<file path="src/rtl/serdes_rx_deframer_if.sv">
// rtl/serdes_rx_deframer_if.sv - Valid/ready word port between the deframer and its parallel consumer.
interface serdes_rx_deframer_if #(
    parameter int DATA_W = 8
) ();
    logic [DATA_W-1:0] rx_data;
    logic              rx_valid;
    logic              rx_ready;

    modport master (
        output rx_data,
        output rx_valid,
        input  rx_ready
    );

    modport slave (
        input  rx_data,
        input  rx_valid,
        output rx_ready
    );
endinterface

</file>
<file path="src/rtl/serdes_rx_deframer.sv">
// rtl/serdes_rx_deframer.sv - Serial start/data/stop frame receiver presenting words on a valid/ready port.
// Optional even-parity bit between data and stop is enabled by SERDES_RX_PARITY_EN.
module serdes_rx_deframer #(
    parameter int DATA_W = 8
) (
    input  logic                 clk,
    input  logic                 rst_n,
    input  logic                 serial_in,
    serdes_rx_deframer_if.master rx_if,
    output logic                 rx_busy,
    output logic                 frame_err,
`ifdef SERDES_RX_PARITY_EN
    output logic                 parity_err,
`endif
    output logic                 overrun
);
    localparam int CNT_W = (DATA_W > 1) ? $clog2(DATA_W) : 1;
    localparam logic [CNT_W-1:0] LAST_BIT = CNT_W'(DATA_W - 1);

`ifdef SERDES_RX_PARITY_EN
    typedef enum logic [2:0] {S_IDLE, S_DATA, S_PARITY, S_STOP, S_WAIT_IDLE} state_t;
`else
    typedef enum logic [1:0] {S_IDLE, S_DATA, S_STOP, S_WAIT_IDLE} state_t;
`endif

    state_t            r_state;
    state_t            w_next;
    logic [CNT_W-1:0]  r_cnt;
    logic [DATA_W-1:0] r_shift;
    logic [DATA_W-1:0] r_data;
    logic              r_valid;
    logic              r_frame_err;
    logic              r_overrun;
    logic              w_stop_edge;
    logic              w_good_stop;
    logic              w_accept;
    logic              w_par_bad;
`ifdef SERDES_RX_PARITY_EN
    logic              r_par_bit;
    logic              r_parity_err;
`endif

    always_comb begin
        w_next = r_state;
        case (r_state)
            S_IDLE:      if (!serial_in) w_next = S_DATA;
`ifdef SERDES_RX_PARITY_EN
            S_DATA:      if (r_cnt == LAST_BIT) w_next = S_PARITY;
            S_PARITY:    w_next = S_STOP;
`else
            S_DATA:      if (r_cnt == LAST_BIT) w_next = S_STOP;
`endif
            S_STOP:      w_next = serial_in ? S_IDLE : S_WAIT_IDLE;
            // A held-low break line parks here instead of looking like a new start bit.
            S_WAIT_IDLE: if (serial_in) w_next = S_IDLE;
            default:     w_next = S_IDLE;
        endcase
    end

    always_comb begin
        w_stop_edge = (r_state == S_STOP);
        w_accept    = r_valid && rx_if.rx_ready;
`ifdef SERDES_RX_PARITY_EN
        w_par_bad   = (^r_shift) ^ r_par_bit;
`else
        w_par_bad   = 1'b0;
`endif
        w_good_stop = w_stop_edge && serial_in && !w_par_bad;
    end

    always_ff @(posedge clk or negedge rst_n) begin
        if (!rst_n) begin
            r_state <= S_IDLE;
        end else begin
            r_state <= w_next;
        end
    end

    always_ff @(posedge clk or negedge rst_n) begin
        if (!rst_n) begin
            r_cnt        <= '0;
            r_shift      <= '0;
            r_data       <= '0;
            r_valid      <= 1'b0;
            r_frame_err  <= 1'b0;
            r_overrun    <= 1'b0;
`ifdef SERDES_RX_PARITY_EN
            r_par_bit    <= 1'b0;
            r_parity_err <= 1'b0;
`endif
        end else begin
            r_frame_err <= w_stop_edge && !serial_in;
`ifdef SERDES_RX_PARITY_EN
            r_parity_err <= w_stop_edge && serial_in && w_par_bad;
            if (r_state == S_PARITY) r_par_bit <= serial_in;
`endif
            if (r_state == S_IDLE) begin
                r_cnt <= '0;
            end else if (r_state == S_DATA) begin
                r_shift[r_cnt] <= serial_in;
                if (r_cnt != LAST_BIT) r_cnt <= r_cnt + 1'b1;
            end
            // A same-edge accept frees the slot, so the new word replaces the old one without overrun.
            if (w_good_stop && (!r_valid || rx_if.rx_ready)) begin
                r_data  <= r_shift;
                r_valid <= 1'b1;
            end else begin
                if (w_accept) r_valid <= 1'b0;
                if (w_good_stop) r_overrun <= 1'b1;
            end
        end
    end

    assign rx_if.rx_data  = r_data;
    assign rx_if.rx_valid = r_valid;
    assign rx_busy        = (r_state != S_IDLE);
    assign frame_err      = r_frame_err;
    assign overrun        = r_overrun;
`ifdef SERDES_RX_PARITY_EN
    assign parity_err     = r_parity_err;
`endif
endmodule

</file>
<file path="src/flat_wrapper.sv">
// flat-port wrapper written by rule: the top's interface ports become plain ports
module serdes_rx_deframer_flat 
#(
    parameter int DATA_W = 8
)
  (clk, rst_n, serial_in, rx_busy, frame_err, overrun, rx_if_rx_data, rx_if_rx_valid, rx_if_rx_ready);
  serdes_rx_deframer_if #(.DATA_W(DATA_W)) rx_if_i ();
  input  logic clk;
  input  logic rst_n;
  input  logic serial_in;
  output logic rx_busy;
  output logic frame_err;
  output logic overrun;
  output wire logic [$bits(rx_if_i.rx_data)-1:0] rx_if_rx_data;
  output wire logic [$bits(rx_if_i.rx_valid)-1:0] rx_if_rx_valid;
  input wire logic [$bits(rx_if_i.rx_ready)-1:0] rx_if_rx_ready;
  assign rx_if_rx_data = rx_if_i.rx_data;
  assign rx_if_rx_valid = rx_if_i.rx_valid;
  assign rx_if_i.rx_ready = rx_if_rx_ready;
  serdes_rx_deframer #(.DATA_W(DATA_W)) u_core (.clk(clk), .rst_n(rst_n), .serial_in(serial_in), .rx_if(rx_if_i), .rx_busy(rx_busy), .frame_err(frame_err), .overrun(overrun));
endmodule
</file>
<file path="config.mk">
export PLATFORM = sky130hd
export DESIGN_NAME = serdes_rx_deframer_flat
export DESIGN_NICKNAME = d
export VERILOG_FILES = /design/src/rtl/serdes_rx_deframer_if.sv /design/src/rtl/serdes_rx_deframer.sv /design/src/flat_wrapper.sv
export SDC_FILE = /design/constraint.sdc
export NUM_CORES = 1
export LEC_CHECK = 0
export BUFFER_PORTS_ARGS = -buffer_cell sky130_fd_sc_hd__buf_2
export CELL_PAD_IN_SITES_DETAIL_PLACEMENT = 1
export CELL_PAD_IN_SITES_GLOBAL_PLACEMENT = 1
export CORE_AREA = 2 2 64 51
export CTS_CLUSTER_DIAMETER = 80
export CTS_CLUSTER_SIZE = 8
export DETAILED_ROUTE_END_ITERATION = 12
export DIE_AREA = 0 0 66 53
export GPL_TIMING_DRIVEN = 0
export PLACE_DENSITY = 0.61
export SLEW_MARGIN = 25
export SYNTH_ARGS = -nofsm -noshare
export SYNTH_HDL_FRONTEND = slang
export SYNTH_SLANG_ARGS = --single-unit
</file>
<file path="constraint.sdc">
create_clock -name clk -period 1.5 [get_ports clk]
set_input_delay 0.225 -clock clk [delete_from_list [all_inputs] [get_ports clk]]
set_output_delay 0.225 -clock clk [all_outputs]
set_load 0.05 [all_outputs]
</file>
=== Yosys cells after proc, flatten, opt, wreduce, memory -nomap -nowiden ===
Cells that the tools add are included.

* Bitwise operators: 2
* Magnitude comparators: 2
* Add/sub/neg operators: 1
* Reduce and logical (&&, ||, !) cells: 17
* Mux-type cells: 13
* Eq/ne operators: 8

{| class="wikitable"
|+ Operators by type and width
! cell !! count
|-
| 3-bit two-way mux || 3
|-
| 8-bit bitwise mux || 1
|-
| 2-bit two-way mux || 4
|-
| 2-bit case mux with 4 select lines || 1
|-
| 2-bit nonzero test || 4
|-
| 2-bit AND reduction || 3
|-
| 1-bit logical AND || 5
|-
| 2-bit equality test (second input constant) || 2
|-
| 3-bit by 4-bit less-than comparator with 1-bit output (second input constant) || 1
|-
| 2-bit inequality test (second input constant) || 2
|-
| 3-bit by 1-bit adder with 3-bit output (second input constant) || 1
|-
| 1-bit demux with 3-bit select || 1
|-
| 3-bit equality test (second input constant) || 1
|-
| 3-bit by 1-bit >= comparator with 1-bit output (second input constant) || 1
|-
| 1-bit two-way mux || 3
|-
| 3-bit inequality test (second input constant) || 1
|-
| 3-bit AND reduction || 1
|-
| 2-bit by 1-bit equality test with 1-bit output (second input constant) || 1
|-
| 1-bit zero test || 2
|-
| 2-bit zero test || 1
|-
| 2-bit by 1-bit inequality test with 1-bit output (second input constant) || 1
|-
| 1-bit inverter || 2
|-
| 1-bit logical OR || 1
|}

* Word-level logic and storage cells: 50
* Bits of input ports: 4
* Flip-flop bits (word level): 24
* Output and inout port bits: 12

=== Logic depth before layout (Yosys ltp) ===
* Depth in word-level cells: 5
* Mapped depth: 5
* Gate-level depth less buffers: 5

=== Worst setup path before layout ===
Ideal clock, no wire load.

* Kind: reg-to-reg
* Start: register u_core.r_valid (netlist: u_core.rx_if.rx_valid)
* End: register u_core.r_data[0] (netlist: u_core.rx_if.rx_data[0])
* Stages on the path, launching flop included: 5
* Setup time: 0.127 ns
* Buffers on the path: 1
* Required time: 1.373 ns
* Slack: 0.033 ns
* Arrival: 1.340 ns
* Clock period less this slack: 1.467 ns
* Cells stage by stage: dfrtp_1 > nand2b_1 > nor2b_1 > buf_4 > mux2_1

* Longest elaborated chain between the ends: 3

{| class="wikitable"
|+ Ends and longest elaborated chain
! item !! RTL line !! text
|-
| start: declaration || serdes_rx_deframer.sv:31 || <nowiki>logic r_valid;</nowiki>
|-
| start signal: assignment || serdes_rx_deframer.sv:84 || <nowiki>r_valid <= 1'b0;</nowiki>
|-
| start signal: assignment || serdes_rx_deframer.sv:106 || <nowiki>r_valid <= 1'b1;</nowiki>
|-
| start signal: assignment || serdes_rx_deframer.sv:108 || <nowiki>if (w_accept) r_valid <= 1'b0;</nowiki>
|-
| 1-bit zero test || serdes_rx_deframer.sv:104 || <nowiki>if (w_good_stop && (!r_valid || rx_if.rx_ready)) begin</nowiki>
|-
| 1-bit logical OR || serdes_rx_deframer.sv:104 ||
|-
| 1-bit logical AND || serdes_rx_deframer.sv:104 ||
|-
| end signal: assignment || serdes_rx_deframer.sv:105 || <nowiki>r_data <= r_shift;</nowiki>
|-
| end: declaration || serdes_rx_deframer.sv:30 || <nowiki>logic [DATA_W-1:0] r_data;</nowiki>
|}

No other way between the ends.
A chain may end at the register's enable or synchronous reset.

=== Worst setup path in the final report ===
* Start: register u_core.r_cnt[0]
* End: register u_core.r_cnt[1]

* Longest elaborated chain between the ends: 4
* Elaborated cells between the ends (all ways): 7
* Classes of those cells: add/sub: 1; eq/ne: 1; mux: 3; reduce/logical: 2

{| class="wikitable"
|+ Ends and longest elaborated chain
! item !! RTL line !! text
|-
| start: declaration || serdes_rx_deframer.sv:28 || <nowiki>logic [CNT_W-1:0] r_cnt;</nowiki>
|-
| start signal: assignment || serdes_rx_deframer.sv:101 || <nowiki>if (r_cnt != LAST_BIT) r_cnt <= r_cnt + 1'b1;</nowiki>
|-
| 3-bit by 1-bit adder with 3-bit output || serdes_rx_deframer.sv:101 ||
|-
| 3-bit two-way mux || serdes_rx_deframer.sv:101 ||
|-
| 3-bit two-way mux || serdes_rx_deframer.sv:99 || <nowiki>end else if (r_state == S_DATA) begin</nowiki>
|-
| 3-bit two-way mux || serdes_rx_deframer.sv:97 || <nowiki>if (r_state == S_IDLE) begin</nowiki>
|}

Several ways; a longest one is shown, not always the timed one. The select of a mux whose other input is x is not followed.

==> results.txt <==
outcome -> completed
final WL -> 1820 um
max-slew violations -> 0
Worst Tran Pin Value -> 543 ps
DP Wirelength -> 1210 um
Core Rows -> 17
CTS Root Buffer Type -> clkbuf_8
Synth cell types -> 23
clk buf depth -> 2
drt drc -> 0
Setup violations, final -> 0
largest area contributor in the netlist -> dfrtp_1
full die area -> 0.00350 sq mm
Synth area leaders -> dfrtp_1, mux2_1, nor3b_2
syn_nets -> 81
Ports -> 16
Antenna diodes -> 0
Util after Layout -> 44.6%
final-stage net count -> 105
die height -> 53 um
area delta synth->final -> 23.9%
routability cong. -> 0.721
most frequent cells in the layout -> dfrtp_1, mux2_1, buf_2
Fin Setup TNS -> 0 ps
Post-Syn Area -> 0.00103 sq mm
WP data required -> 1650 ps
Vias -> 641
sequential fraction of the synthesis area -> 58.5%
die width -> 66 um
DP Worst Slack -> 14.1 ps
VDD IR max -> 1100 uV
antenna-violating nets left -> 0
drt pass-1 iters -> 2
CP endpoint kind -> flop
max-cap viol count -> 0
Yosys warnings -> 0
Syn Area/Cell -> 13.7 sq um
Synth Instances -> 75
post-synthesis register bit count -> 24
Hold Path Class -> primary input to flop
initial antenna violation count -> 0
commonest non-fill, non-tap cell in the layout -> dfrtp_1
layout cells sized above 1 -> 34.7%
average wire per standard cell -> 13.3 um
pin count of the biggest net entering global routing -> 25
max frequency -> 687 MHz
grt total ovfl -> 0
endpoints failing hold -> 0
CTS tree -> done
CTS Buf Count -> 3
Inst Count DP -> 128
# clock sinks -> 24
Cell Count, Final, Fillers Out -> 136
crit start category -> flop
post-route cell area -> 0.00127 sq mm
CP max FO -> 6
critical path data arrival time -> 1610 ps
Port-buffer cells -> 15
RSZ-0062 raised after global routing -> true
CTS clock-pin slew for the worst setup and hold paths -> 80 ps
Clock Latency Late Sink -> 260 ps
H-tree Lvls -> 1
min Tclk post-route -> 1460 ps
Core Footprint -> 0.00285 sq mm
Yosys top cell area share -> 58.5%
P_leak -> 0.613 nW
First DRT Iteration DRCs -> 17
vias in the first global route -> 664
fin worst setup slack -> 44.6 ps
Final period util -> 97.0%
power per cell area -> 2190 mW/mm^2
starting density of the core -> 36.0%
clk_skew -> 1.96 ps
Avg Vias per Cell -> 4.71
total track usage -> 12.1%
first-pass GRT wire length -> 3130 um
max_slew headroom -> 63.8%
Crit Path Class -> flop to flop
DP Area -> 0.00115 sq mm
## metrics by stage
| step | hold WS, ps | power, W |
|---|---|---|
| 2_1_floorplan | -70.6 | 0.00197 |
| 3_3_place_gp | 239 | 0.00220 |
| 3_5_place_dp | 239 | 0.00224 |
| 4_1_cts | 211 | 0.00269 |
| 5_1_grt | 219 | 0.00300 |
| 6_report | 217 | 0.00278 |
## power breakdown
part,switching [W],internal (W)
Sequential,0.000166,0.000914
Combinational,0.000762,0.000515
Clock,0.000194,0.000234
Total,0.00112,0.00166
## per-layer routing
| layer | up-vias | routed length (um) | global-route usage, % |
|---|---|---|---|
| met1 | 315 | 931 | 15.8 |
| met5 | - | 0 | 0 |
| met3 | 0 | 83 | 4.47 |
| li1 | 313 | - | - |
| met2 | 13 | 800 | 19.5 |
| met4 | 0 | 0 | 2.04 |
## synth_stat cells
master,number
dfrtp_1,24
nand3b_1,4
nor2b_1,1
or2_2,1
nor4_1,1
a2bb2oi_1,1
clkbuf_1,3
nand2b_1,2
mux2_1,16
o31ai_1,1
nor2_1,2
ha_1,2
nor3_1,1
nand3_1,1
buf_2,1
buf_4,1
nand2_1,4
o21bai_1,1
mux2i_1,1
nor3b_1,1
nor3b_2,3
a21o_1,1
a22o_1,2
## registers in the layout (all words and copies together), names as in the netlist
signal and cells:
u_core.r_shift 8, u_core.rx_if.rx_data 8, u_core.r_cnt 3, u_core.overrun 1, u_core.rx_if.rx_valid 1, u_core.r_state 2, u_core.frame_err 1
## final timing paths
kind	startpoint	endpoint	slack [ps]	cells after the start
worst max-delay path	u_core.r_cnt[0]$_DFFE_PN0P_	u_core.r_cnt[1]$_DFFE_PN0P_	40	4
worst min-delay path	serial_in	u_core.r_shift[5]$_DFFE_PN0P_	220	2
worst max register to register	u_core.r_cnt[0]$_DFFE_PN0P_	u_core.r_cnt[1]$_DFFE_PN0P_	40	4
worst min register to register	u_core.overrun$_DFFE_PN0P_	u_core.overrun$_DFFE_PN0P_	470	1
max in group asynchronous	rst_n	u_core.r_state[1]$_DFFE_PN0P_	620	2
min in group asynchronous	rst_n	u_core.rx_if.rx_data[7]$_DFFE_PN0P_	480	2
## area by class of cell
| cell class | instances | area [sq um] |
|---|---|---|
| fill | 313 | 1580 |
| multi-input combinational | 46 | 420 |
| clock buffer | 4 | 55.1 |
| buffer | 4 | 25.0 |
| timing repair buffer | 20 | 121 |
| tap | 38 | 47.5 |
| sequential | 24 | 603 |
## critical path, stage by stage (launching register included)
cell	delay [ps]
dfrtp_1	470
ha_1	240
ha_1	220
a21o_1	230
a22o_1	190
## repair_timing
action | CTS | global route
endpoints found under the hold margin | 24 | 0
gates resized for setup | 2 | 10
pin swaps | 0 | 2
hold buffers | 1 | 0
endpoints found under the setup margin | 1 | 13
setup buffers | 0 | 4
## logic make-up (layout without fill, tap and decap cells)
group	Yosys count	in the layout	synth area share, %
AOI/OAI and AO/OA	6	6	4.75
adders and majority gates	2	2	2.44
buffers and inverters	5	28	2.31
DFF	24	24	58.5
muxes	17	17	18.5
and+or+nand+nor	21	21	13.5
No activity file was read; power rests on OpenSTA's default activity.
